===== config.mk =====
export PLATFORM = sky130hd
export DESIGN_NAME = bin2bcd_seq
export DESIGN_NICKNAME = d
export VERILOG_FILES = /design/src/rtl/bin2bcd_seq.sv
export SDC_FILE = /design/constraint.sdc
export NUM_CORES = 1
export LEC_CHECK = 0
export ABC_AREA = 1
export BUFFER_PORTS_ARGS = -buffer_cell sky130_fd_sc_hd__buf_4
export CORE_UTILIZATION = 60
export CTS_CLUSTER_DIAMETER = 60
export DETAILED_ROUTE_END_ITERATION = 10
export PLACE_DENSITY = 0.93
export SYNTH_ARGS = -nofsm -noshare
export SYNTH_HDL_FRONTEND = slang
export SYNTH_SLANG_ARGS = --single-unit

===== constraint.sdc =====
create_clock -name iCLK -period 3.65 [get_ports iCLK]
set_input_delay 0.1825 -clock iCLK [delete_from_list [all_inputs] [get_ports iCLK]]
set_output_delay 0.1825 -clock iCLK [all_outputs]
set_load 0.05 [all_outputs]

===== src/rtl/bin2bcd_seq.sv =====
// Sequential binary-to-BCD converter (double dabble, one bit per clock).
// A request is accepted in IDLE, converted in exactly W SHIFT cycles, and
// announced by a one-cycle oVALID pulse from DONE. Results hold until the
// next DONE. In two's-complement mode the magnitude is converted and the
// sign is reported separately on oNEG.
module bin2bcd_seq #(
  parameter int W      = 8,
  parameter int ND     = 3,
  parameter int SIGNED = 0
) (
  input  logic            iCLK,
  input  logic            iRST,
  input  logic            iVALID,
  input  logic [W-1:0]    iBIN,
  output logic            oREADY,
  output logic            oVALID,
  output logic [4*ND-1:0] oBCD,
  output logic            oNEG,
  output logic            oOVF
);

  localparam int BW = 4 * ND;
  localparam int CW = $clog2(W + 1);

  typedef enum logic [1:0] {
    IDLE  = 2'd0,
    SHIFT = 2'd1,
    DONE  = 2'd2
  } state_t;

  state_t          state_q;
  logic [W-1:0]    sr_q;
  logic [BW-1:0]   scr_q;
  logic            ovf_q;
  logic            neg_q;
  logic [CW-1:0]   cnt_q;

  logic [BW-1:0]   bcd_q;
  logic            valid_q;
  logic            bcd_neg_q;
  logic            bcd_ovf_q;

  logic [BW-1:0]   adj;
  logic [W-1:0]    sr_d;
  logic [BW-1:0]   scr_d;
  logic            ovf_d;
  logic            in_neg;
  logic [W-1:0]    in_mag;
  logic            last_iter;

  // Add 3 to every BCD digit that is 5 or more, all digits in parallel.
  function automatic logic [BW-1:0] dabble_adjust(input logic [BW-1:0] s);
    logic [BW-1:0] r;
    r = s;
    for (int k = 0; k < ND; k++) begin
      if (s[4*k +: 4] >= 4'd5) begin
        r[4*k +: 4] = s[4*k +: 4] + 4'd3;
      end
    end
    return r;
  endfunction

  // W-bit magnitude; the most negative input wraps to 2^(W-1) as unsigned.
  function automatic logic [W-1:0] magnitude(input logic [W-1:0] b, input logic neg);
    return neg ? ((~b) + W'(1)) : b;
  endfunction

  // One double-dabble iteration plus operand decode for the accept edge.
  always_comb begin
    adj       = dabble_adjust(scr_q);
    scr_d     = {adj[BW-2:0], sr_q[W-1]};
    sr_d      = {sr_q[W-2:0], 1'b0};
    // Whatever falls off the top of the scratch is lost precision: sticky.
    ovf_d     = ovf_q | adj[BW-1];
    last_iter = (cnt_q == CW'(W - 1));
    in_neg    = (SIGNED != 0) && iBIN[W-1];
    in_mag    = magnitude(iBIN, in_neg);
  end

  // Control FSM with the shift datapath and registered result outputs.
  always_ff @(posedge iCLK) begin
    if (iRST) begin
      state_q   <= IDLE;
      sr_q      <= '0;
      scr_q     <= '0;
      ovf_q     <= 1'b0;
      neg_q     <= 1'b0;
      cnt_q     <= '0;
      bcd_q     <= '0;
      valid_q   <= 1'b0;
      bcd_neg_q <= 1'b0;
      bcd_ovf_q <= 1'b0;
    end else begin
      case (state_q)
        IDLE: begin
          valid_q <= 1'b0;
          if (iVALID) begin
            sr_q    <= in_mag;
            scr_q   <= '0;
            ovf_q   <= 1'b0;
            neg_q   <= in_neg;
            cnt_q   <= '0;
            state_q <= SHIFT;
          end
        end
        SHIFT: begin
          sr_q  <= sr_d;
          scr_q <= scr_d;
          ovf_q <= ovf_d;
          cnt_q <= cnt_q + CW'(1);
          if (last_iter) begin
            bcd_q     <= scr_d;
            bcd_neg_q <= neg_q;
            bcd_ovf_q <= ovf_d;
            valid_q   <= 1'b1;
            state_q   <= DONE;
          end
        end
        DONE: begin
          valid_q <= 1'b0;
          state_q <= IDLE;
        end
        default: begin
          valid_q <= 1'b0;
          state_q <= IDLE;
        end
      endcase
    end
  end

  assign oREADY = (state_q == IDLE);
  assign oVALID = valid_q;
  assign oBCD   = bcd_q;
  assign oNEG   = bcd_neg_q;
  assign oOVF   = bcd_ovf_q;

endmodule

# Word level (Yosys, flattened, before mapping)
# Index checks and enable logic that the tools add are counted.
# W data, S select, Z words.
[op_classes]
magnitude_cmp = 3
shifts = 0
mul = 0
n_bitwise = 2
reduce_logical = 6
mux = 14
addsub = 4
div_mod_pow = 0
eq_ne = 4
[op_table]
columns = ["operator", "count"]
rows = [
  ["$pmux W12 S2", 1],
  ["$mux W4", 4],
  ["$pmux W8 S2", 1],
  ["$add A4 B2 Y4 const B", 3],
  ["$ge A4 B3 Y1 const B", 3],
  ["$mux W12", 1],
  ["$mux W8", 1],
  ["$pmux W4 S2", 1],
  ["$reduce_and A2 Y1", 3],
  ["$add A4 B1 Y4 const B", 1],
  ["$eq A4 B3 Y1 const B", 1],
  ["$mux W2", 2],
  ["$ne A2 B2 Y1 const B", 2],
  ["$pmux W2 S2", 1],
  ["$eq A2 B1 Y1 const B", 1],
  ["$logic_not A2 Y1", 1],
  ["$pmux W1 S2", 1],
  ["$reduce_bool A2 Y1", 1],
  ["$reduce_or A2 Y1", 1],
  ["$mux W1", 1],
  ["$not A1 Y1", 1],
  ["$or A1 B1 Y1", 1],
]
[totals]
romBits = 0
memories = 0
latch_bits = 0
register_bits = 41
mem_bits_rw = 0
out_inout_bits = 16
input_bits = 11

# Depth between registers and ports, before layout
[logic_depth]
word_depth = 4
depth_mapped = 9
mapped_depth_nobuf = 9

# Worst setup path before layout
# No wires, ideal clock.
[synth_timing]
path_type = "register to register"
from = "reg state_q[0]"
to = "reg sr_q[6]"
synth_period_minus_slack_ps = 1609
arrival_ps = 1553
setup_time_ps = 56
n_path_buf = 0
path_slack_ps = 2041
stages_incl_launch_ff = 8
path_cell_list = "dfxtp_1 nor2_1 nand2_1 inv_1 nand2_1 nand3_1 nand2_1 inv_1"
[synth_between]
elab_chain_cells = 3
[synth_lines]
columns = ["element", "line", "source"]
rows = [
  ["start: declaration", "31", "state_t state_q;"],
  ["start signal: assignment", "83", "state_q <= IDLE;"],
  ["start signal: assignment", "103", "state_q <= SHIFT;"],
  ["start signal: assignment", "116", "state_q <= DONE;"],
  ["$logic_not A2 Y1 *", "--", ""],
  ["net oREADY", "15", "output logic oREADY,"],
  ["$ne A2 B2 Y1 (no line) or $reduce_bool A2 Y1 (tied branches)", "--", ""],
  ["$reduce_and A2 Y1 (no line)", "--", ""],
  ["end signal: assignment", "98", "sr_q <= in_mag;"],
  ["end signal: assignment", "107", "sr_q <= sr_d;"],
  ["end: declaration", "32", "logic [W-1:0] sr_q;"],
]
# Mark *: on every way through the listed nets, which the timed path passes. The rest lies on a longest branch.
# A chain may end at the register's enable or synchronous reset.

# Worst setup path in the final report
[layout_timing]
from = "reg state_q[0]"
to = "reg scr_q[1]"
[layout_between]
elab_chain_cells = 3
[layout_lines]
columns = ["element", "line", "source"]
rows = [
  ["$eq A2 B1 Y1 or $logic_not A2 Y1 (tied branches)", "94", "case (state_q)"],
  ["$reduce_bool A2 Y1 (no line) or $ne A2 B2 Y1 (tied branches)", "--", ""],
  ["$reduce_and A2 Y1 (no line)", "--", ""],
  ["end signal: assignment", "108", "scr_q <= scr_d;"],
  ["end: declaration", "33", "logic [BW-1:0] scr_q;"],
]
# Several ways; a longest one is shown, not always the timed one.

==> results.json <==
{
  "arrival_ns": 1.96,
  "grt_pass1_wl_mm": 6.375,
  "antenna_cells": 0,
  "path_clk_slew_ns": 0.12,
  "stdcell_count": 302,
  "area_delta_synth_final_pct": 14.71,
  "drt-initial-drc-count": 71,
  "hold_buffers": 0,
  "syn_inst": 244,
  "total_power_uw": 820.6,
  "rows": 19,
  "io_pins": 27,
  "finalCritPeriodShare": 0.4582,
  "cts_tree": "yes",
  "overflow": 0,
  "maxCapViolCount": 0,
  "end_kind": "flip-flop",
  "synth_cell_types": 27,
  "status": "finished with violations",
  "ir_worst_vdd_uv": 236.6,
  "worstMarginPinSlew_ns": 0.7264,
  "die_w_um": 57.46,
  "coreArea_um2": 2829,
  "hold_class": "in2reg",
  "ys_ff_latch": 41,
  "insertion_delay_ns": 0.36,
  "hold_viol": 0,
  "criticalPathCategory": "reg2reg",
  "routedWlPerCell_um": 12.50,
  "synthTopCellsByArea": "dfxtp_1 44%, nand2_1 12%, inv_1 6.5%, nand3_1 5.4%, o21ai_0 5.2%",
  "cts.sinks": 41,
  "postLayoutCellArea_um2": 2117,
  "placed_cell_area_um2": 2032,
  "pwr-share-comb": 0.062,
  "relSlewSlack": 0.5125,
  "postRouteAntennaNets": 0,
  "violations": "DRC",
  "period_minus_slack_ns": 1.672,
  "place_congestion": 0.8680,
  "netSwitchingFraction": 0.2255,
  "worstPathMaxFanout": 11,
  "power_per_cell_area_nw_per_um2": 387.6,
  "grt_use_total": 0.2574,
  "share_seq_of_total_power": 0.561,
  "netlist_area_um2": 1846,
  "fillers": 221,
  "final_cell_mix": "60 x nand2_1, 41 x dfxtp_1, 32 x inv_1",
  "fmax_mhz": 597.9,
  "cts_buffers": 5,
  "layout_commonest_cell": "nand2_1",
  "grt_pass1_vias": 1443,
  "fin_skew_ns": 0.009886,
  "drc": 1,
  "die-area_um2": 3302,
  "layout-drive-gt1-share": 0.1476,
  "cts_htree_levels": 2,
  "first_pass_iters": 7,
  "cp-start-kind": "flip-flop",
  "rsz0062_at_grt": "false",
  "grt_max_degree": 17,
  "syn_nets": 262,
  "vias": 1650,
  "avgViaCountPerCell": 5.464,
  "seq_area_um2": 820.8,
  "p_leak_uw": 0.0009413,
  "critPathRequiredTime_ns": 3.94,
  "wirelength_mm": 3.776,
  "internal_power_uw": 635.5,
  "r2r_slack_ns": 1.98,
  "yosysTopAreaCellShare": 0.4447,
  "postCtsSetupBuffers": 0,
  "cts-root-buf": "clkbuf_4",
  "portBuffers": 25,
  "dpl.cell_count": 294,
  "multi_input_area_um2": 860.8,
  "finalSetupViolations": 0,
  "seq_area_frac_synth": 0.4447,
  "dp_hpwl_mm": 2.640,
  "postSynthAreaPerCell_um2": 7.564,
  "yosysWarningCount": 0,
  "cts_max_path_buffers": 2,
  "die_h_um": 57.46,
  "clockPowerShare": 0.377,
  "layout.nets": 288,
  "switchingPower_uw": 185.1,
  "fin_tns_setup_ns": 0,
  "yosysTopAreaCell": "dfxtp_1",
  "antenna_found_initial": 0,
  "postCtsResizedCells": 0,
  "slew_viol_final": 0,
  "initial_utilization": 0.6524
}
==> metal layers <==
| layer | vias to the layer above | track usage | share of wire |
|---|---|---|---|
| li1 | 853 | - | - |
| met1 | 745 | 0.3348 | 0.47 |
| met2 | 39 | 0.3970 | 0.45 |
| met3 | 13 | 0.05896 | 0.044 |
| met4 | 0 | 0.1394 | 0.026 |
| met5 | - | 0 | 0 |
==> cells in the mapped netlist <==
| master | number |
|---|---|
| nand2_1 | 60 |
| dfxtp_1 | 41 |
| inv_1 | 32 |
| nand3_1 | 20 |
| o21ai_0 | 19 |
| nor2_1 | 12 |
| a21oi_1 | 11 |
| ha_1 | 7 |
| nand4_1 | 7 |
| a31oi_1 | 5 |
| o21ai_1 | 4 |
| o22ai_1 | 4 |
| nor2_4 | 3 |
| and2_1 | 2 |
| buf_2 | 2 |
| buf_4 | 2 |
| o211ai_1 | 2 |
| xor2_1 | 2 |
| a211oi_1 | 1 |
| a21oi_2 | 1 |
| buf_6 | 1 |
| clkbuf_1 | 1 |
| conb_1 | 1 |
| inv_2 | 1 |
| nand2_2 | 1 |
| nand3_2 | 1 |
| nand3_4 | 1 |
==> kinds of logic after synthesis <==
| group | count (synthesis) | synth area share |
|---|---|---|
| AOI/OAI and AO/OA | 47 | 0.1397 |
| xor gates and xnor gates | 2 | 0.009493 |
| adders and majority gates | 7 | 0.04746 |
| buffers and inverters | 39 | 0.08881 |
| DFF | 41 | 0.4447 |
| other | 1 | 0.002032 |
| and+or+nand+nor | 107 | 0.2678 |
==> per-stage QoR <==
| stage | utilization | setup WS [ns] | hold slack [ns] |
|---|---|---|---|
| 6_report | 0.7483 | 1.978 | 0.08339 |
| 5_1_grt | 0.7483 | 1.834 | 0.09350 |
| 4_1_cts | 0.7483 | 2.000 | 0.07036 |
| 3_5_place_dp | 0.7183 | 2.024 | 0.4516 |
| 3_3_place_gp | 0.7183 | 2.109 | 0.4452 |
| 2_1_floorplan | - | 2.041 | 0.3212 |
==> final cells by class <==
cell class	count	area share
multi-input cells	164	0.4066
repair buffers	25	0.08865
flip-flops and latches	41	0.3877
clock inverters	1	0.01418
clock buffers	7	0.02600
inverters	33	0.05851
well taps	31	0.01832
==> critical path, cell delays in order (launching register included) <==
cell and delay (ns):
dfxtp_1 0.36, o21ai_1 0.60, inv_1 0.20, nor2_4 0.18
inv_2 0.11, o21ai_0 0.17
==> registers in the layout, indices dropped and copies added (netlist names) <==
register and cells:
ovf_q 1, cnt_q 4, oVALID 1, state_q 2
sr_q 8, scr_q 12, oBCD 12, oOVF 1
==> power by group through the flow <==
stage | Sequential, uW | Combinational (uW) | Clock (uW)
finish | 460 | 51.0 | 309
global route | 461 | 56.0 | 330
CTS | 460 | 50.7 | 314
detailed placement | 470 | 50.5 | 0
global placement | 470 | 49.7 | 0
floorplan | 469 | 35.0 | 0
==> final timing paths <==
path / from / to / cells after the start
worst max-delay path: state_q[0]$_SDFFE_PP0P_ / scr_q[1]$_SDFFE_PP0P_ / 5
worst max register to register: state_q[0]$_SDFFE_PP0P_ / scr_q[1]$_SDFFE_PP0P_ / 5
worst min register to register: cnt_q[3]$_SDFFE_PP0P_ / cnt_q[3]$_SDFFE_PP0P_ / 2
worst min-delay path: iBIN[0] / sr_q[0]$_SDFFE_PP0P_ / 3
Power figures use the tool's default switching activity.
